===== src/rtl/rv32_ctrl_pkg.sv =====
// rv32_ctrl_pkg: shared opcode, field-select, ALU and FSM encodings for the decode control pipe.
package rv32_ctrl_pkg;
   localparam logic [6:0] OP_LUI    = 7'b0110111;
   localparam logic [6:0] OP_AUIPC  = 7'b0010111;
   localparam logic [6:0] OP_JAL    = 7'b1101111;
   localparam logic [6:0] OP_JALR   = 7'b1100111;
   localparam logic [6:0] OP_BRANCH = 7'b1100011;
   localparam logic [6:0] OP_LOAD   = 7'b0000011;
   localparam logic [6:0] OP_STORE  = 7'b0100011;
   localparam logic [6:0] OP_IMM    = 7'b0010011;
   localparam logic [6:0] OP_REG    = 7'b0110011;
   localparam logic [6:0] OP_NOP    = 7'b0000000;
   localparam logic [6:0] F7_BASE   = 7'b0000000;
   localparam logic [6:0] F7_ALT    = 7'b0100000;
   localparam logic [6:0] F7_M      = 7'b0000001;
   localparam logic [2:0] IMM_I = 3'd1;
   localparam logic [2:0] IMM_S = 3'd2;
   localparam logic [2:0] IMM_B = 3'd3;
   localparam logic [2:0] IMM_U = 3'd4;
   localparam logic [2:0] IMM_J = 3'd5;
   localparam logic [1:0] RWS_ALU = 2'd0;
   localparam logic [1:0] RWS_MEM = 2'd1;
   localparam logic [1:0] RWS_PC4 = 2'd2;
   localparam logic [1:0] RWS_IMM = 2'd3;
   localparam logic [2:0] BR_ALWAYS = 3'b010;
   typedef enum logic [1:0] {IDLE, HOLD, MULTI} state_t;
   // M-extension codes are 5'b10_f3 so the decoder can build them from funct3 directly
   typedef enum logic [4:0] {
      ALU_ADD = 5'd0, ALU_SUB, ALU_SLL, ALU_SLT, ALU_SLTU, ALU_XOR, ALU_SRL, ALU_SRA, ALU_OR, ALU_AND,
      ALU_MUL = 5'd16, ALU_MULH, ALU_MULHSU, ALU_MULHU, ALU_DIV, ALU_DIVU, ALU_REM, ALU_REMU
   } alu_t;
   typedef struct packed {
      logic [4:0] alu;
      logic       rfw;
      logic [2:0] mmw;
      logic [3:0] mmr;
      logic [3:0] bc;
      logic [3:0] imm;
      logic       op1;
      logic       op2;
      logic [1:0] rws;
      logic [4:0] rd;
      logic [4:0] rs1;
      logic [4:0] rs2;
      logic       ill;
   } ctrl_t;
   function automatic logic [4:0] alu_base(input logic [2:0] f3, input logic alt);
      return f3 == 3'd0 ? (alt ? ALU_SUB : ALU_ADD) :
             f3 == 3'd1 ? ALU_SLL :
             f3 == 3'd2 ? ALU_SLT :
             f3 == 3'd3 ? ALU_SLTU :
             f3 == 3'd4 ? ALU_XOR :
             f3 == 3'd5 ? (alt ? ALU_SRA : ALU_SRL) :
             f3 == 3'd6 ? ALU_OR : ALU_AND;
   endfunction
endpackage


===== src/rtl/ctrl_decode.sv =====
// ctrl_decode: combinational RV32I control decoder; RV32M_EXT_EN adds the M-extension ops
// (flagged mul_op/div_op), otherwise funct7 0000001 on OP is illegal.
module ctrl_decode
   import rv32_ctrl_pkg::*;
(
   input  logic [31:0] instr,
   output ctrl_t       ctrl,
   output logic        mul_op,
   output logic        div_op
);
   logic [6:0] opc;
   logic [2:0] f3;
   logic [6:0] f7;
   assign opc = instr[6:0];
   assign f3  = instr[14:12];
   assign f7  = instr[31:25];
   always_comb begin
      ctrl     = '0;
      mul_op   = 1'b0;
      div_op   = 1'b0;
      ctrl.rd  = instr[11:7];
      ctrl.rs1 = instr[19:15];
      ctrl.rs2 = instr[24:20];
      case (opc)
         OP_LUI: begin
            ctrl.rfw = 1'b1; ctrl.imm = {1'b0, IMM_U}; ctrl.op2 = 1'b1; ctrl.rws = RWS_IMM;
         end
         OP_AUIPC: begin
            ctrl.rfw = 1'b1; ctrl.imm = {1'b0, IMM_U}; ctrl.op1 = 1'b1; ctrl.op2 = 1'b1;
         end
         OP_JAL: begin
            ctrl.rfw = 1'b1; ctrl.imm = {1'b0, IMM_J}; ctrl.op1 = 1'b1; ctrl.op2 = 1'b1;
            ctrl.bc = {1'b1, BR_ALWAYS}; ctrl.rws = RWS_PC4;
         end
         OP_JALR: begin
            ctrl.rfw = 1'b1; ctrl.imm = {1'b0, IMM_I}; ctrl.op2 = 1'b1;
            ctrl.bc = {1'b1, BR_ALWAYS}; ctrl.rws = RWS_PC4; ctrl.ill = f3 != 3'd0;
         end
         OP_BRANCH: begin
            ctrl.imm = {f3[1], IMM_B}; ctrl.bc = {1'b1, f3};
            ctrl.alu = f3[1] ? ALU_SLTU : f3[2] ? ALU_SLT : ALU_SUB;
            ctrl.ill = f3[2:1] == 2'b01;
         end
         OP_LOAD: begin
            ctrl.rfw = 1'b1; ctrl.imm = {f3[2], IMM_I}; ctrl.op2 = 1'b1;
            ctrl.mmr = {1'b1, f3}; ctrl.rws = RWS_MEM;
            ctrl.ill = f3 == 3'd3 || f3[2:1] == 2'b11;
         end
         OP_STORE: begin
            ctrl.imm = {1'b0, IMM_S}; ctrl.op2 = 1'b1; ctrl.mmw = {1'b1, f3[1:0]};
            ctrl.ill = f3 > 3'd2;
         end
         OP_IMM: begin
            ctrl.rfw = 1'b1; ctrl.imm = {f3 == 3'd3, IMM_I}; ctrl.op2 = 1'b1;
            ctrl.alu = alu_base(f3, f3 == 3'd5 && f7[5]);
            ctrl.ill = (f3 == 3'd1 && f7 != F7_BASE) || (f3 == 3'd5 && f7 != F7_BASE && f7 != F7_ALT);
         end
         OP_REG: begin
            ctrl.rfw = 1'b1;
            ctrl.alu = alu_base(f3, f7[5]);
            ctrl.ill = !(f7 == F7_BASE || (f7 == F7_ALT && (f3 == 3'd0 || f3 == 3'd5)));
            if (f7 == F7_M) begin
`ifdef RV32M_EXT_EN
               ctrl.ill = 1'b0; ctrl.alu = {2'b10, f3}; mul_op = ~f3[2]; div_op = f3[2];
`else
               ctrl.ill = 1'b1;
`endif
            end
         end
         OP_NOP: ctrl.ill = |instr[31:7];
         default: ctrl.ill = 1'b1;
      endcase
      // illegal words still issue, but must not write, access memory or redirect
      if (ctrl.ill) begin
         ctrl.rfw = 1'b0; ctrl.mmw = '0; ctrl.mmr = '0; ctrl.bc = '0; mul_op = 1'b0; div_op = 1'b0;
      end
   end
endmodule


===== src/rtl/decode_ctrl_pipe.sv =====
// decode_ctrl_pipe: registered decode stage with valid/ready handshake and a multi-cycle
// occupancy counter for M-extension ops (reachable only when RV32M_EXT_EN is defined).
module decode_ctrl_pipe
   import rv32_ctrl_pkg::*;
#(
   parameter int MUL_CYCLES = 1,
   parameter int DIV_CYCLES = 32
) (
   input  logic        CLK,
   input  logic        RESET,
   input  logic [31:0] INSTRUCTION,
   input  logic        IN_VALID,
   output logic        IN_READY,
   input  logic        FLUSH,
   output logic        OUT_VALID,
   input  logic        OUT_READY,
   output logic [4:0]  alu_signal,
   output logic        reg_file_write,
   output logic [2:0]  main_mem_write,
   output logic [3:0]  main_mem_read,
   output logic [3:0]  branch_control,
   output logic [3:0]  immediate_select,
   output logic        oparand_1_select,
   output logic        oparand_2_select,
   output logic [1:0]  reg_write_select,
   output logic [4:0]  rd_addr,
   output logic [4:0]  rs1_addr,
   output logic [4:0]  rs2_addr,
   output logic        illegal,
   output logic        busy
);
   localparam logic [5:0] MUL_OCC = 6'(MUL_CYCLES - 1);
   localparam logic [5:0] DIV_OCC = 6'(DIV_CYCLES - 1);
   ctrl_t      dec, bundle;
   logic       dec_mul, dec_div;
   state_t     state, state_nx;
   logic [5:0] cnt, cnt_nx, occ;
   logic       multi, accept, handshake;
   ctrl_decode u_decode (.instr(INSTRUCTION), .ctrl(dec), .mul_op(dec_mul), .div_op(dec_div));
   assign OUT_VALID = state == HOLD;
   assign busy      = state == MULTI;
   // a held multi-cycle bundle blocks accept in its handshake cycle so MULTI starts clean
   assign IN_READY  = state != MULTI && (!OUT_VALID || (OUT_READY && !multi));
   assign accept    = IN_VALID && IN_READY;
   assign handshake = OUT_VALID && OUT_READY;
   always_comb begin
      state_nx = state;
      cnt_nx   = cnt;
      if (FLUSH) begin
         state_nx = IDLE;
         cnt_nx   = '0;
      end else if (state == MULTI) begin
         state_nx = cnt <= 6'd1 ? IDLE : MULTI;
         cnt_nx   = cnt - 6'(cnt != '0);
      end else if (accept) begin
         state_nx = HOLD;
      end else if (handshake) begin
         state_nx = multi ? MULTI : IDLE;
         cnt_nx   = multi ? occ : '0;
      end
   end
   always_ff @(posedge CLK or negedge RESET) begin
      if (!RESET) begin
         state  <= IDLE;
         cnt    <= '0;
         bundle <= '0;
         multi  <= 1'b0;
         occ    <= '0;
      end else begin
         state <= state_nx;
         cnt   <= cnt_nx;
         if (accept && !FLUSH) begin
            bundle <= dec;
            multi  <= dec_div || (dec_mul && MUL_CYCLES > 1);
            occ    <= dec_div ? DIV_OCC : MUL_OCC;
         end
      end
   end
   assign alu_signal       = bundle.alu;
   assign reg_file_write   = bundle.rfw;
   assign main_mem_write   = bundle.mmw;
   assign main_mem_read    = bundle.mmr;
   assign branch_control   = bundle.bc;
   assign immediate_select = bundle.imm;
   assign oparand_1_select = bundle.op1;
   assign oparand_2_select = bundle.op2;
   assign reg_write_select = bundle.rws;
   assign rd_addr          = bundle.rd;
   assign rs1_addr         = bundle.rs1;
   assign rs2_addr         = bundle.rs2;
   assign illegal          = bundle.ill;
endmodule

===== config.mk =====
export PLATFORM = sky130hd
export DESIGN_NAME = decode_ctrl_pipe
export DESIGN_NICKNAME = d
export VERILOG_FILES = /design/src/rtl/rv32_ctrl_pkg.sv /design/src/rtl/ctrl_decode.sv /design/src/rtl/decode_ctrl_pipe.sv
export SDC_FILE = /design/constraint.sdc
export NUM_CORES = 1
export LEC_CHECK = 0
export BUFFER_PORTS_ARGS = -buffer_cell sky130_fd_sc_hd__buf_2
export CAP_MARGIN = 10
export CORE_MARGIN = 3
export CORE_UTILIZATION = 40
export CTS_CLUSTER_DIAMETER = 200
export DETAILED_ROUTE_END_ITERATION = 8
export GPL_ROUTABILITY_DRIVEN = 0
export PLACE_DENSITY = 0.7
export SYNTH_ARGS = -nofsm -noshare
export SYNTH_HDL_FRONTEND = slang
export SYNTH_SLANG_ARGS = --single-unit

===== constraint.sdc =====
create_clock -name CLK -period 2.1 [get_ports CLK]
set_input_delay 0 -clock CLK [delete_from_list [all_inputs] [get_ports CLK]]
set_output_delay 0 -clock CLK [all_outputs]
set_load 0.02 [all_outputs]

==> impl_results.html, run 1 <==
<table>
<tr><th>Metric</th><th>Value</th></tr>
<tr><th colspan="2">Worst setup path</th></tr>
<tr><td>Endpoint arrival time on the critical path</td><td>2030 ps</td></tr>
<tr><td>Largest fanout on the critical path</td><td>3</td></tr>
<tr><td>Bufs and invs on worst path</td><td>0</td></tr>
<tr><td>Type of the worst setup path</td><td>reg -&gt; reg</td></tr>
<tr><td>Max incr delay on CP</td><td>410 ps</td></tr>
<tr><td>CP max-delay cell</td><td>sky130_fd_sc_hd__dfrtp_1</td></tr>
<tr><td>Startpoint class of the critical path</td><td>register</td></tr>
<tr><td>Critical path data required time</td><td>2300 ps</td></tr>
<tr><td>Family with the most delay on the worst path</td><td>simple AND/OR/NAND/NOR gates</td></tr>
<tr><td>Cell-by-cell listing of the critical path</td><td>nor2_1 &gt; nand2_1 &gt; or3_1 &gt; ha_1 &gt; ha_1 &gt; nand3_1 &gt; xor2_1 &gt; nor2_1</td></tr>
<tr><td>Setup crit end kind</td><td>register</td></tr>
<tr><th colspan="2">Timing</th></tr>
<tr><td>Slew @ Worst Pin</td><td>561.6 ps</td></tr>
<tr><td>Tightest hold margin</td><td>25.65 ps</td></tr>
<tr><td>Headroom to the max-slew limit</td><td>62.27%</td></tr>
<tr><td>Count of final hold-check violations</td><td>0</td></tr>
<tr><td>Final clock skew</td><td>16.85 ps</td></tr>
<tr><td>Max Clk Rate</td><td>0.5459 GHz</td></tr>
<tr><td>Final critical-path required period</td><td>1832 ps</td></tr>
<tr><td>Final number of max-transition violations</td><td>0</td></tr>
<tr><td>Unrepaired setup endpoints after global routing</td><td>false</td></tr>
<tr><td>Final setup fails</td><td>0</td></tr>
<tr><td>Setup TNS</td><td>0 ps</td></tr>
<tr><td>Crit share post-route</td><td>87.23%</td></tr>
<tr><th colspan="2">Flow run</th></tr>
<tr><td>Max Cap Violations</td><td>0</td></tr>
<tr><th colspan="2">Route</th></tr>
<tr><td>Per-cell routed wire length</td><td>14.58 um</td></tr>
<tr><td>Aggregate routed wire length</td><td>6866 um</td></tr>
<tr><td>Final routed DRC violation total</td><td>0</td></tr>
<tr><td>Number of iterations in the first detailed-routing pass</td><td>4</td></tr>
<tr><td>Via total after detailed routing</td><td>2508</td></tr>
<tr><td>Iteration-0 DRC Markers</td><td>142</td></tr>
<tr><td>Routed vias/inst</td><td>5.325</td></tr>
<tr><td>Antenna Violating Nets Remaining</td><td>0</td></tr>
<tr><th colspan="2">Logic synthesis</th></tr>
<tr><td>Fraction of the mapped netlist area in adder cells</td><td>0.9799%</td></tr>
<tr><td>Library cells used by synthesis</td><td>52</td></tr>
<tr><td>Compound-cell area share of the yosys netlist</td><td>15.87%</td></tr>
<tr><td>Cell taking the most area after synthesis</td><td>sky130_fd_sc_hd__dfrtp_1</td></tr>
<tr><td>Async SR Flop Fraction</td><td>100.0%</td></tr>
<tr><td>Mux cell area share after synthesis</td><td>1.274%</td></tr>
<tr><td>Primary flip-flop cell chosen by synthesis mapping</td><td>sky130_fd_sc_hd__dfrtp_1</td></tr>
<tr><td>Gate count after technology mapping</td><td>302</td></tr>
<tr><td>Number of enable flip-flop cells after synthesis</td><td>0</td></tr>
<tr><td>Most repeated cell in the gate-level netlist after synthesis</td><td>sky130_fd_sc_hd__nand2_1</td></tr>
<tr><td>Net count after synthesis</td><td>341</td></tr>
<tr><td>Synth cell count leaders</td><td>90 x sky130_fd_sc_hd__nand2_1, 48 x sky130_fd_sc_hd__dfrtp_1, 20 x sky130_fd_sc_hd__nor2_1, 12 x sky130_fd_sc_hd__o21ai_0</td></tr>
<tr><td>Area of the mapped netlist</td><td>2554 um2</td></tr>
<tr><td>Yosys warning total</td><td>0</td></tr>
<tr><td>Parity-gate share of the synthesized area counting xor and xnor cells</td><td>1.372%</td></tr>
<tr><td>Largest family of logic cells by synthesized area</td><td>simple AND/OR/NAND/NOR gates</td></tr>
<tr><td>Per-instance average area after synthesis</td><td>8.456 um2</td></tr>
<tr><td>Seq/Total Area, Yosys</td><td>47.04%</td></tr>
<tr><td>Area share of the largest cell type after synthesis</td><td>47.04%</td></tr>
<tr><td>Synth top area cells</td><td>sky130_fd_sc_hd__dfrtp_1 47%, sky130_fd_sc_hd__nand2_1 13%, sky130_fd_sc_hd__nor2_1 2.9%, sky130_fd_sc_hd__o21ai_0 2.4%, sky130_fd_sc_hd__a21oi_1 2.0%</td></tr>
<tr><td>Seq cells post-synth</td><td>48</td></tr>
<tr><td>Simple-Gate Fraction of Synth Area</td><td>28.17%</td></tr>
<tr><th colspan="2">Floorplan</th></tr>
<tr><td>Chip height</td><td>85.90 um</td></tr>
<tr><td>DIE AREA</td><td>7379 um2</td></tr>
<tr><td>Area of the core</td><td>6061 um2</td></tr>
<tr><td>Die X</td><td>85.90 um</td></tr>
<tr><td>Row cnt</td><td>28</td></tr>
<tr><td>Top-level I/O count</td><td>81</td></tr>
<tr><td>Initial Util</td><td>42.13%</td></tr>
<tr><th colspan="2">Final layout</th></tr>
<tr><td>Storage cell area</td><td>1201 um2</td></tr>
<tr><td>Filler instances</td><td>580</td></tr>
<tr><td>Multi-input gate area in the final layout</td><td>1221 um2</td></tr>
<tr><td># nets final</td><td>434</td></tr>
<tr><td>Synthesis-to-finish area growth</td><td>31.21%</td></tr>
<tr><td>Share of layout cells above drive strength 1</td><td>26.26%</td></tr>
<tr><td>Antenna Diode Count</td><td>0</td></tr>
<tr><th colspan="2">Clock tree</th></tr>
<tr><td>Root Driver</td><td>sky130_fd_sc_hd__clkbuf_8</td></tr>
<tr><td>Number of buffers created by CTS</td><td>5</td></tr>
<tr><td>CTS sink cnt</td><td>48</td></tr>
<tr><td>Clock latency at the later pin of the worst-skew pair</td><td>320 ps</td></tr>
<tr><td>CTS H-tree depth</td><td>2</td></tr>
<tr><td>TritonCTS clock tree</td><td>done</td></tr>
<tr><td>Count of cells resized by post-cts repair</td><td>0</td></tr>
<tr><td>Maximum number of buffers from clock root to sink</td><td>2</td></tr>
<tr><td>Clk pin slew, worst setup/hold paths</td><td>100 ps</td></tr>
<tr><th colspan="2">Min path</th></tr>
<tr><td>Worst Hold Class</td><td>in -&gt; reg</td></tr>
<tr><th colspan="2">GRT</th></tr>
<tr><td>Largest net degree at the start of global routing</td><td>28</td></tr>
<tr><td>Overall global routing resource usage</td><td>19.42%</td></tr>
<tr><td>First-pass GRT wire length</td><td>11470 um</td></tr>
<tr><td>Number of antenna violations at the first check in global routing</td><td>0</td></tr>
<tr><td>Via count of the first global-routing pass</td><td>2331</td></tr>
<tr><td>Overflow left after global routing</td><td>0</td></tr>
<tr><th colspan="2">Pwr</th></tr>
<tr><td>Maximum ir drop on the vdd rail</td><td>0.5689 mV</td></tr>
<tr><td>Power density of the placed cells</td><td>781.4 nW/um2</td></tr>
<tr><td>Static power due to leakage</td><td>1.660 nW</td></tr>
<tr><th colspan="2">Placement</th></tr>
<tr><td>Port Buffers</td><td>79</td></tr>
<tr><td>Post-DP HPWL</td><td>4932 um</td></tr>
<tr><th colspan="2">Status</th></tr>
<tr><td>Run status</td><td>completed</td></tr>
</table>
## worst paths after layout
kind | start | endpoint | slack (ps) | cells past startpoint
worst max-delay path | cnt[2] | cnt[4] | 270 | 8
worst min-delay path | INSTRUCTION[1] | reg_write_select[0] | 30 | 3
worst max register to register | cnt[2] | cnt[4] | 270 | 8
worst min register to register | immediate_select[1] | immediate_select[1] | 470 | 2
max in group asynchronous | RESET | state[0] | 1340 | 3
min in group asynchronous | RESET | main_mem_write[2] | 140 | 2
## layer usage
metal,track usage (%),wire [um]
met5,0,0
met2,30.90,3346
met1,25.95,2962
met4,6.043,93
met3,4.995,463
## timing repair
item,4_1_cts,5_1_grt
hold buffers,19,0
hold endpoints to repair,34,0
setup buffers,0,0
## area by class of cell
cell class | instances | area share [%]
Multi-Input combinational cell | 225 | 36.45
Inverter | 10 | 1.120
Sequential cell | 48 | 35.85
Clock inverter | 3 | 2.689
Tap cell | 75 | 2.801
Clock buffer | 5 | 2.054
Timing Repair Buffer | 105 | 19.04
## power breakdown
part	internal, mW	total [mW]	switching [mW]
Sequential	1.02	1.08	0.0618
Combinational	0.244	0.622	0.379
Clock	0.595	0.919	0.323
Total	1.85	2.62	0.764
## cell families (layout without fill, tap and decap cells)
| group | count (synthesis) | in the layout |
|---|---|---|
| compound gates | 60 | 60 |
| xor+xnor | 4 | 4 |
| fa+ha+maj | 2 | 2 |
| buf+inv | 29 | 123 |
| flops | 48 | 48 |
| mux | 3 | 3 |
| other cells | 1 | 1 |
| simple gates | 155 | 155 |
## placed cells by master, fill, tap and decap left out, types with 2 or more instances in the layout
master and n:
sky130_fd_sc_hd__o32ai_1 2, sky130_fd_sc_hd__nand4_1 3, sky130_fd_sc_hd__or3_1 3, sky130_fd_sc_hd__dlygate4sd3_1 19, sky130_fd_sc_hd__mux2_2 2, sky130_fd_sc_hd__a22oi_1 2
sky130_fd_sc_hd__a21o_1 2, sky130_fd_sc_hd__o31ai_1 5, sky130_fd_sc_hd__o21ai_1 7, sky130_fd_sc_hd__a21oi_1 10, sky130_fd_sc_hd__o22ai_1 2, sky130_fd_sc_hd__nor4_1 8
sky130_fd_sc_hd__o21ai_0 12, sky130_fd_sc_hd__nand2b_1 2, sky130_fd_sc_hd__bufinv_16 3, sky130_fd_sc_hd__buf_4 7, sky130_fd_sc_hd__buf_2 79, sky130_fd_sc_hd__nor2b_1 4
sky130_fd_sc_hd__nand2_1 90, sky130_fd_sc_hd__nand3_1 5, sky130_fd_sc_hd__nor3_1 6, sky130_fd_sc_hd__xor2_1 4, sky130_fd_sc_hd__dfrtp_1 48, sky130_fd_sc_hd__and2_1 2
sky130_fd_sc_hd__clkbuf_8 5, sky130_fd_sc_hd__o211ai_1 2, sky130_fd_sc_hd__inv_1 9, sky130_fd_sc_hd__a211oi_1 4, sky130_fd_sc_hd__ha_1 2, sky130_fd_sc_hd__o2111ai_1 2
sky130_fd_sc_hd__a31oi_1 4, sky130_fd_sc_hd__nor2_1 20
## per-stage QoR
stage	instance area, um2	total power [mW]	setup slack [ps]	util [%]	cells
global route	3351	2.763	55.71	55.28	471
detailed placement	3002	1.680	322.9	49.53	444
floorplan	2554	1.476	410.3	-	302
global placement	3002	1.665	348.1	49.53	444
finish	3351	2.618	268.2	55.28	471
CTS	3351	2.636	261.1	55.28	471
## sequential cells by signal, summed over array words and instances, names as in the netlist, 3 cells and up
register          cells
main_mem_read         4
branch_control        4
rs2_addr              5
rd_addr               5
alu_signal            4
immediate_select      4
main_mem_write        3
cnt                   6
rs1_addr              5
## worst min-delay path, cell delays in order
cell,delay [ps]
sky130_fd_sc_hd__buf_2,140
sky130_fd_sc_hd__o2111ai_1,90
sky130_fd_sc_hd__o21ai_0,70
Note: power is estimated with default switching activity, not from simulation.
==> inputs of run 2 (changes only) <==
Settings changed: CELL_PAD_IN_SITES_DETAIL_PLACEMENT from default to 1, CELL_PAD_IN_SITES_GLOBAL_PLACEMENT from default to 1, CORE_UTILIZATION 40 to 37, PLACE_DENSITY 0.7 to 0.85.
==> run 2 against run 1 <==
Global-route usage rose by 3.2 points. Via count rose by 5.1%. Wire length is 24% higher. Cell count up 0.42%. Count of clock-buffer cells in the layout up 2. Non-clock buffer count is the same. Fmax decreased by 2.3%.
==> impl_results.html, run 2 (same netlist as run 1, synthesis figures left out) <==
<table>
<tr><th>Metric</th><th>Value</th></tr>
<tr><th colspan="2">Status</th></tr>
<tr><td>Run status</td><td>completed</td></tr>
<tr><th colspan="2">Timing</th></tr>
<tr><td>Final number of max-transition violations</td><td>0 (unchanged)</td></tr>
<tr><td>Final clock skew</td><td>9.605 ps (-7.243 ps)</td></tr>
<tr><td>Crit share post-route</td><td>89.30% (+2.1 points)</td></tr>
<tr><td>Count of final hold-check violations</td><td>0 (unchanged)</td></tr>
<tr><td>Max Clk Rate</td><td>0.5332 GHz (-2.3%)</td></tr>
<tr><td>Unrepaired setup endpoints after global routing</td><td>false</td></tr>
<tr><td>Final critical-path required period</td><td>1875 ps (+43.64 ps)</td></tr>
<tr><td>Setup WS post-layout</td><td>224.6 ps (-43.64 ps)</td></tr>
<tr><td>Headroom to the max-slew limit</td><td>60.36% (-1.9 points)</td></tr>
<tr><td>Slew @ Worst Pin</td><td>590.0 ps (+28.38 ps)</td></tr>
<tr><td>Final setup fails</td><td>0 (unchanged)</td></tr>
<tr><td>Setup TNS</td><td>0 ps (unchanged)</td></tr>
<tr><th colspan="2">Floorplan</th></tr>
<tr><td>Initial Util</td><td>39.10% (-3.0 points)</td></tr>
<tr><td>Die X</td><td>89.08 um (+3.7%)</td></tr>
<tr><td>DIE AREA</td><td>7934 um2 (+7.5%)</td></tr>
<tr><td>Row cnt</td><td>29 (+3.6%)</td></tr>
<tr><td>Chip height</td><td>89.08 um (+3.7%)</td></tr>
<tr><td>Area of the core</td><td>6531 um2 (+7.8%)</td></tr>
<tr><td>Top-level I/O count</td><td>81 (unchanged)</td></tr>
<tr><th colspan="2">GRT</th></tr>
<tr><td>Overall global routing resource usage</td><td>22.58% (+3.2 points)</td></tr>
<tr><td>Number of antenna violations at the first check in global routing</td><td>0 (unchanged)</td></tr>
<tr><td>First-pass GRT wire length</td><td>13700 um (+19%)</td></tr>
<tr><td>Largest net degree at the start of global routing</td><td>28 (unchanged)</td></tr>
<tr><td>Overflow left after global routing</td><td>0 (unchanged)</td></tr>
<tr><td>Via count of the first global-routing pass</td><td>2753 (+18%)</td></tr>
<tr><th colspan="2">Final layout</th></tr>
<tr><td>Final instance count without filler cells</td><td>473 (+0.42%)</td></tr>
<tr><td>Most flops, register</td><td>cnt</td></tr>
<tr><td>Most common library cell in the layout ignoring fill and taps</td><td>sky130_fd_sc_hd__nand2_1</td></tr>
<tr><td>Commonest cells after routing, fill and taps aside</td><td>90 x sky130_fd_sc_hd__nand2_1, 79 x sky130_fd_sc_hd__buf_2, 48 x sky130_fd_sc_hd__dfrtp_1</td></tr>
<tr><td>Share of layout cells above drive strength 1</td><td>26.01% (-0.25 points)</td></tr>
<tr><td>Synthesis-to-finish area growth</td><td>28.76%</td></tr>
<tr><td>Filler instances</td><td>822 (+42%)</td></tr>
<tr><td>Multi-input gate area in the final layout</td><td>1221 um2 (unchanged)</td></tr>
<tr><td>Storage cell area</td><td>1201 um2 (unchanged)</td></tr>
<tr><td>Number of flip-flops under the largest register name</td><td>6 (unchanged)</td></tr>
<tr><td># nets final</td><td>434 (unchanged)</td></tr>
<tr><td>Antenna Diode Count</td><td>0 (unchanged)</td></tr>
<tr><td>Final instance area</td><td>3288 um2 (-1.9%)</td></tr>
<tr><th colspan="2">Pwr</th></tr>
<tr><td>Maximum ir drop on the vdd rail</td><td>0.3161 mV (-44%)</td></tr>
<tr><td>Power density of the placed cells</td><td>704.6 nW/um2 (-9.8%)</td></tr>
<tr><td>Total chip power</td><td>2.317 mW (-12%)</td></tr>
<tr><td>Static power due to leakage</td><td>1.626 nW (-2.0%)</td></tr>
<tr><th colspan="2">Clock tree</th></tr>
<tr><td>Clock latency at the later pin of the worst-skew pair</td><td>310 ps (about the same)</td></tr>
<tr><td>Count of hold-fix buffers inserted at cts</td><td>19 (unchanged)</td></tr>
<tr><td>TritonCTS clock tree</td><td>done</td></tr>
<tr><td>CTS sink cnt</td><td>48 (unchanged)</td></tr>
<tr><td>Count of cells resized by post-cts repair</td><td>0 (unchanged)</td></tr>
<tr><td>Number of buffers created by CTS</td><td>5 (unchanged)</td></tr>
<tr><td>Root Driver</td><td>sky130_fd_sc_hd__clkbuf_8</td></tr>
<tr><td>Setup Buffers After CTS</td><td>0 (unchanged)</td></tr>
<tr><td>Maximum number of buffers from clock root to sink</td><td>2 (unchanged)</td></tr>
<tr><td>Clk pin slew, worst setup/hold paths</td><td>90 ps (about the same)</td></tr>
<tr><td>CTS H-tree depth</td><td>2 (unchanged)</td></tr>
<tr><th colspan="2">Worst setup path</th></tr>
<tr><td>Type of the worst setup path</td><td>reg -&gt; reg</td></tr>
<tr><td>Family with the most delay on the worst path</td><td>simple AND/OR/NAND/NOR gates</td></tr>
<tr><td>R2R depth</td><td>8 (unchanged)</td></tr>
<tr><td>Endpoint arrival time on the critical path</td><td>2070 ps (+40 ps)</td></tr>
<tr><td>Startpoint class of the critical path</td><td>register</td></tr>
<tr><td>Critical path data required time</td><td>2290 ps (about the same)</td></tr>
<tr><td>Largest fanout on the critical path</td><td>3 (unchanged)</td></tr>
<tr><td>Bufs and invs on worst path</td><td>0 (unchanged)</td></tr>
<tr><td>Max incr delay on CP</td><td>410 ps (about the same)</td></tr>
<tr><td>Cell-by-cell listing of the critical path</td><td>nor2_1 &gt; nand2_1 &gt; or3_1 &gt; ha_1 &gt; ha_1 &gt; nand2_1 &gt; xor2_1 &gt; nor2_1</td></tr>
<tr><td>FF-to-FF End</td><td>cnt[2]</td></tr>
<tr><td>Flop-to-flop setup slack</td><td>220 ps (-40 ps)</td></tr>
<tr><td>Setup crit end kind</td><td>register</td></tr>
<tr><td>R2R Path Start</td><td>cnt[1]</td></tr>
<tr><td>CP max-delay cell</td><td>sky130_fd_sc_hd__dfrtp_1</td></tr>
<tr><th colspan="2">Min path</th></tr>
<tr><td>Instance count along the most critical hold path</td><td>3 (unchanged)</td></tr>
<tr><td>Destination of the worst hold path</td><td>reg_write_select[0]</td></tr>
<tr><td>Worst Hold Launch</td><td>INSTRUCTION[1]</td></tr>
<tr><td>Worst Hold Class</td><td>in -&gt; reg</td></tr>
<tr><th colspan="2">Route</th></tr>
<tr><td>Via total after detailed routing</td><td>2637 (+5.1%)</td></tr>
<tr><td>Number of iterations in the first detailed-routing pass</td><td>4 (unchanged)</td></tr>
<tr><td>Routed vias/inst</td><td>5.575 (+4.7%)</td></tr>
<tr><td>Highest metal layer with signal wires</td><td>met4</td></tr>
<tr><td>Post-Route M1 WL</td><td>3406 um (+15%)</td></tr>
<tr><td>Iteration-0 DRC Markers</td><td>149 (+4.9%)</td></tr>
<tr><td>Per-cell routed wire length</td><td>18.00 um (+23%)</td></tr>
<tr><td>Final routed DRC violation total</td><td>0 (unchanged)</td></tr>
<tr><td>Routed met2 length</td><td>4385 um (+31%)</td></tr>
<tr><td>Aggregate routed wire length</td><td>8512 um (+24%)</td></tr>
<tr><td>Met3 wire len</td><td>459 um (-0.86%)</td></tr>
<tr><td>Antenna Violating Nets Remaining</td><td>0 (unchanged)</td></tr>
<tr><th colspan="2">Placement</th></tr>
<tr><td>Cell Area, Placed</td><td>3004 um2 (about the same)</td></tr>
<tr><td>Post-DP HPWL</td><td>5736 um (+16%)</td></tr>
<tr><td>Port Buffers</td><td>79 (unchanged)</td></tr>
<tr><td>Pre-CTS WS</td><td>229.3 ps (-93.61 ps)</td></tr>
<tr><td>Placed Cells incl. Taps</td><td>446 (+0.45%)</td></tr>
<tr><th colspan="2">Flow run</th></tr>
<tr><td>Max Cap Violations</td><td>0 (unchanged)</td></tr>
</table>
[run 2: changes by cell type in the layout (fill, tap and decap cells not counted), sizes merged]
cell      previous run  this run
clkbuf               5         7
bufinv               3         0
clkinvlp             0         1
[run 2: power by group]
part | total, mW | leakage [nW] | internal (mW) | switching [mW]
registers | 1.08 | 0.632 | 1.02 | 0.0627
clock network | 0.593 | 0.0445 | 0.268 | 0.324
logic | 0.646 | 0.949 | 0.243 | 0.403
total | 2.32 | 1.63 | 1.53 | 0.790
[run 2: area by class of cell]
| type | count | area share [%] |
|---|---|---|
| inverters | 10 | 1.142 |
| multi-input cells | 225 | 37.14 |
| clock inverters | 1 | 0.2283 |
| clock buffers | 7 | 2.626 |
| repair buffers | 105 | 19.41 |
| well taps | 77 | 2.930 |
| flip-flops and latches | 48 | 36.53 |
[run 2: worst max-delay path by stage]
stage          startpoint  slack, ps       to  depth (start not counted)
6_report           cnt[1]        220   cnt[2]                          8
5_1_grt            cnt[3]         90   cnt[4]                          8
4_1_cts            cnt[1]        210   cnt[2]                          8
3_5_place_dp       cnt[1]        230   cnt[2]                          8
3_3_place_gp       cnt[2]        350   cnt[4]                          8
2_1_floorplan    state[1]        410  illegal                          5
[run 2: worst min-delay path, stage by stage]
cell                        delay (ps)
sky130_fd_sc_hd__buf_2             150
sky130_fd_sc_hd__o2111ai_1          90
sky130_fd_sc_hd__o21ai_0            70
[run 2: per-stage QoR]
stage                     hold WS, ps  utilization (%)
after floorplan                -295.6                -
after global placement         -75.46            46.00
after detailed placement       -67.30            46.00
after CTS                       44.22            50.34
after global routing            54.69            50.34
final                           54.66            50.34
[run 2: metal layers]
| metal | vias up | track usage (%) |
|---|---|---|
| met2 | 95 | 37.92 |
| met1 | 1292 | 28.60 |
| li1 | 1225 | - |
| met3 | 25 | 4.608 |
| met4 | 0 | 8.796 |
| met5 | - | 0 |
==> inputs of run 3 (changes only) <==
==> constraint.sdc (replaced) <==
create_clock -name CLK -period 2.1 [get_ports CLK]
set_input_delay 0.525 -clock CLK [delete_from_list [all_inputs] [get_ports CLK]]
set_output_delay 0.525 -clock CLK [all_outputs]
set_load 0.005 [all_outputs]
==> run 3 against run 2 <==
Critical path depth did not move. Hold slack improved by 120 ps. Die area did not move. First-iteration DRC count fell by 16%. Largest cell class unchanged. Clock power rose by 8.6%. Sequential cell count did not move. Register-to-register slack barely moved. Design area fell by 2.1%. Worst setup slack improved by 15 ps. Sequential share of layout area rose by 0.77 points. Total power fell by 2.1%.
==> impl_results.html, run 3 (same netlist as run 1, synthesis figures left out) <==
<table>
<tr><th>Metric</th><th>Value</th></tr>
<tr><th colspan="2">Worst setup path</th></tr>
<tr><td>Endpoint arrival time on the critical path</td><td>2040 ps (-30 ps)</td></tr>
<tr><td>Startpoint class of the critical path</td><td>register</td></tr>
<tr><td>CP max-delay cell</td><td>sky130_fd_sc_hd__dfrtp_1</td></tr>
<tr><td>Type of the worst setup path</td><td>reg -&gt; reg</td></tr>
<tr><td>Cell-by-cell listing of the critical path</td><td>nor2_1 &gt; nand2_1 &gt; or3_1 &gt; ha_1 &gt; ha_1 &gt; nand3_1 &gt; xor2_1 &gt; nor2_1</td></tr>
<tr><td>Max incr delay on CP</td><td>400 ps (about the same)</td></tr>
<tr><td>Setup crit end kind</td><td>register</td></tr>
<tr><td>Largest fanout on the critical path</td><td>3 (unchanged)</td></tr>
<tr><td>Critical path data required time</td><td>2280 ps (about the same)</td></tr>
<tr><th colspan="2">GRT</th></tr>
<tr><td>Overall global routing resource usage</td><td>20.03% (-2.5 points)</td></tr>
<tr><td>Number of antenna violations at the first check in global routing</td><td>0 (unchanged)</td></tr>
<tr><td>Largest net degree at the start of global routing</td><td>31 (+11%)</td></tr>
<tr><td>Via count of the first global-routing pass</td><td>2603 (-5.4%)</td></tr>
<tr><td>Overflow left after global routing</td><td>0 (unchanged)</td></tr>
<tr><td>First-pass GRT wire length</td><td>12520 um (-8.6%)</td></tr>
<tr><th colspan="2">Route</th></tr>
<tr><td>Via total after detailed routing</td><td>2516 (-4.6%)</td></tr>
<tr><td>Iteration-0 DRC Markers</td><td>125 (-16%)</td></tr>
<tr><td>Final routed DRC violation total</td><td>0 (unchanged)</td></tr>
<tr><td>Routed vias/inst</td><td>5.399 (-3.2%)</td></tr>
<tr><td>Antenna Violating Nets Remaining</td><td>0 (unchanged)</td></tr>
<tr><td>Number of iterations in the first detailed-routing pass</td><td>4 (unchanged)</td></tr>
<tr><td>Aggregate routed wire length</td><td>7676 um (-9.8%)</td></tr>
<tr><td>Per-cell routed wire length</td><td>16.47 um (-8.5%)</td></tr>
<tr><th colspan="2">Timing</th></tr>
<tr><td>Final clock skew</td><td>2.930 ps (-6.675 ps)</td></tr>
<tr><td>Final number of max-transition violations</td><td>0 (unchanged)</td></tr>
<tr><td>Count of final hold-check violations</td><td>0 (unchanged)</td></tr>
<tr><td>Tightest hold margin</td><td>174.0 ps (+119.4 ps)</td></tr>
<tr><td>Unrepaired setup endpoints after global routing</td><td>false</td></tr>
<tr><td>Crit share post-route</td><td>88.61% (-0.69 points)</td></tr>
<tr><td>Max Clk Rate</td><td>0.5374 GHz (+0.78%)</td></tr>
<tr><td>Final critical-path required period</td><td>1861 ps (-14.52 ps)</td></tr>
<tr><td>Final setup fails</td><td>0 (unchanged)</td></tr>
<tr><th colspan="2">Final layout</th></tr>
<tr><td>Commonest cells after routing, fill and taps aside</td><td>90 x sky130_fd_sc_hd__nand2_1, 79 x sky130_fd_sc_hd__buf_2, 48 x sky130_fd_sc_hd__dfrtp_1</td></tr>
<tr><td>Synthesis-to-finish area growth</td><td>26.11%</td></tr>
<tr><td>Final core utilization</td><td>49.31% (-1.0 points)</td></tr>
<tr><td># nets final</td><td>429 (-1.2%)</td></tr>
<tr><td>Filler instances</td><td>822 (unchanged)</td></tr>
<tr><td>Most flops, register</td><td>cnt</td></tr>
<tr><td>Share of layout cells above drive strength 1</td><td>29.82% (+3.8 points)</td></tr>
<tr><td>Number of flip-flops under the largest register name</td><td>6 (unchanged)</td></tr>
<tr><td>Most common library cell in the layout ignoring fill and taps</td><td>sky130_fd_sc_hd__nand2_1</td></tr>
<tr><td>Antenna Diode Count</td><td>0 (unchanged)</td></tr>
<tr><th colspan="2">Placement</th></tr>
<tr><td>Post-DP HPWL</td><td>5996 um (+4.5%)</td></tr>
<tr><td>Port Buffers</td><td>79 (unchanged)</td></tr>
<tr><th colspan="2">Clock tree</th></tr>
<tr><td>Setup Buffers After CTS</td><td>0 (unchanged)</td></tr>
<tr><td>Number of buffers created by CTS</td><td>5 (unchanged)</td></tr>
<tr><td>Clock latency at the later pin of the worst-skew pair</td><td>300 ps (about the same)</td></tr>
<tr><td>Count of cells resized by post-cts repair</td><td>0 (unchanged)</td></tr>
<tr><td>Maximum number of buffers from clock root to sink</td><td>2 (unchanged)</td></tr>
<tr><td>TritonCTS clock tree</td><td>done</td></tr>
<tr><td>Clk pin slew, worst setup/hold paths</td><td>90 ps (about the same)</td></tr>
<tr><td>Count of hold-fix buffers inserted at cts</td><td>0 (-19)</td></tr>
<tr><td>CTS sink cnt</td><td>48 (unchanged)</td></tr>
<tr><td>Root Driver</td><td>sky130_fd_sc_hd__clkbuf_8</td></tr>
<tr><td>CTS H-tree depth</td><td>2 (unchanged)</td></tr>
<tr><th colspan="2">Status</th></tr>
<tr><td>Run status</td><td>completed</td></tr>
<tr><th colspan="2">Pwr</th></tr>
<tr><td>Switching power share of the total</td><td>29.84% (-4.3 points)</td></tr>
<tr><td>Relative contribution of sequential cells to total power</td><td>47.3% (+0.8 points)</td></tr>
<tr><td>Maximum ir drop on the vdd rail</td><td>0.2485 mV (-21%)</td></tr>
<tr><td>Part of the total power dissipated in combinational logic</td><td>24.3% (-3.6 points)</td></tr>
<tr><td>Power density of the placed cells</td><td>704.6 nW/um2 (about the same)</td></tr>
<tr><td>Total chip power</td><td>2.269 mW (-2.1%)</td></tr>
<tr><td>Internal power contribution</td><td>1.592 mW (+4.3%)</td></tr>
<tr><td>Net switching power figure</td><td>0.6770 mW (-14%)</td></tr>
<tr><td>Share of total power in the clock network</td><td>28.4% (+2.8 points)</td></tr>
<tr><td>Static power due to leakage</td><td>1.623 nW (-0.14%)</td></tr>
<tr><th colspan="2">Floorplan</th></tr>
<tr><td>Die X</td><td>89.08 um (unchanged)</td></tr>
<tr><td>Row cnt</td><td>29 (unchanged)</td></tr>
<tr><td>Chip height</td><td>89.08 um (unchanged)</td></tr>
<tr><td>Initial Util</td><td>39.10% (unchanged)</td></tr>
<tr><td>Top-level I/O count</td><td>81 (unchanged)</td></tr>
<tr><td>Area of the core</td><td>6531 um2 (unchanged)</td></tr>
<tr><td>DIE AREA</td><td>7934 um2 (unchanged)</td></tr>
<tr><th colspan="2">Flow run</th></tr>
<tr><td>Max Cap Violations</td><td>0 (unchanged)</td></tr>
<tr><th colspan="2">Min path</th></tr>
<tr><td>Worst Hold Class</td><td>in -&gt; async</td></tr>
</table>
[run 3: cell count changes in the layout (fill, tap and decap cells not counted)]
cell,previous run,this run
sky130_fd_sc_hd__clkinvlp_4,1,0
sky130_fd_sc_hd__buf_4,7,20
sky130_fd_sc_hd__buf_12,0,1
sky130_fd_sc_hd__clkbuf_1,1,0
sky130_fd_sc_hd__clkbuf_8,6,5
sky130_fd_sc_hd__bufinv_16,0,1
sky130_fd_sc_hd__dlygate4sd3_1,19,0
[run 3: final cells by class]
cell class                      instances  area [um2]  share of cell area (%)
Clock buffer                            5       68.82                   2.137
Clock inverter                          1       30.03                  0.9324
Inverter                               10       37.54                   1.166
Multi-Input combinational cell        225        1221                   37.92
Sequential cell                        48        1201                   37.30
Tap cell                               77       96.34                   2.991
Timing Repair Buffer                  100       565.5                   17.56
[run 3: per-stage QoR]
stage / cell area (um2) / std cells / TNS [ps] / worst slack, ps
final: 3221 / 466 / 0 / 239.1
after global routing: 3221 / 466 / 0 / 74.83
after CTS: 3221 / 466 / 0 / 224.6
after detailed placement: 3122 / 460 / -10.53 / -10.53
after global placement: 3122 / 460 / 0 / 56.84
after floorplan: 2554 / 302 / 0 / 194.9
[run 3: final timing paths]
kind	cells past startpoint	start	end	slack, ps
worst max-delay path	8	cnt[1]	cnt[4]	240
worst min-delay path	1	RESET	alu_signal[2]	170
worst max register to register	8	cnt[1]	cnt[4]	240
worst min register to register	2	rs2_addr[1]	rs2_addr[1]	470
max in group asynchronous	2	RESET	illegal	1410
min in group CLK	3	INSTRUCTION[7]	rd_addr[0]	430
[run 3: power by group through the flow]
stage / clock network (mW) / registers [mW] / logic [mW]
global route: 0.686 / 1.09 / 0.637
global placement: 0 / 1.09 / 0.526
finish: 0.644 / 1.07 / 0.552
detailed placement: 0 / 1.09 / 0.556
floorplan: 0 / 1.09 / 0.316
CTS: 0.665 / 1.07 / 0.559
[run 3: worst max-delay path, delay by kind of cell, from the launching register on]
kind                       cells  cell delay, ps
and+or+nand+nor                5             750
xor gates and xnor gates       1             160
adders and majority gates      2             440
DFF                            1             400
[run 3: layer usage]
layer	wire [um]	global-route usage, %	part of all wire [%]
met5	0	0	0
met3	263	2.765	3.4
met1	3391	26.60	44
met2	3912	34.01	51
met4	109	6.089	1.4
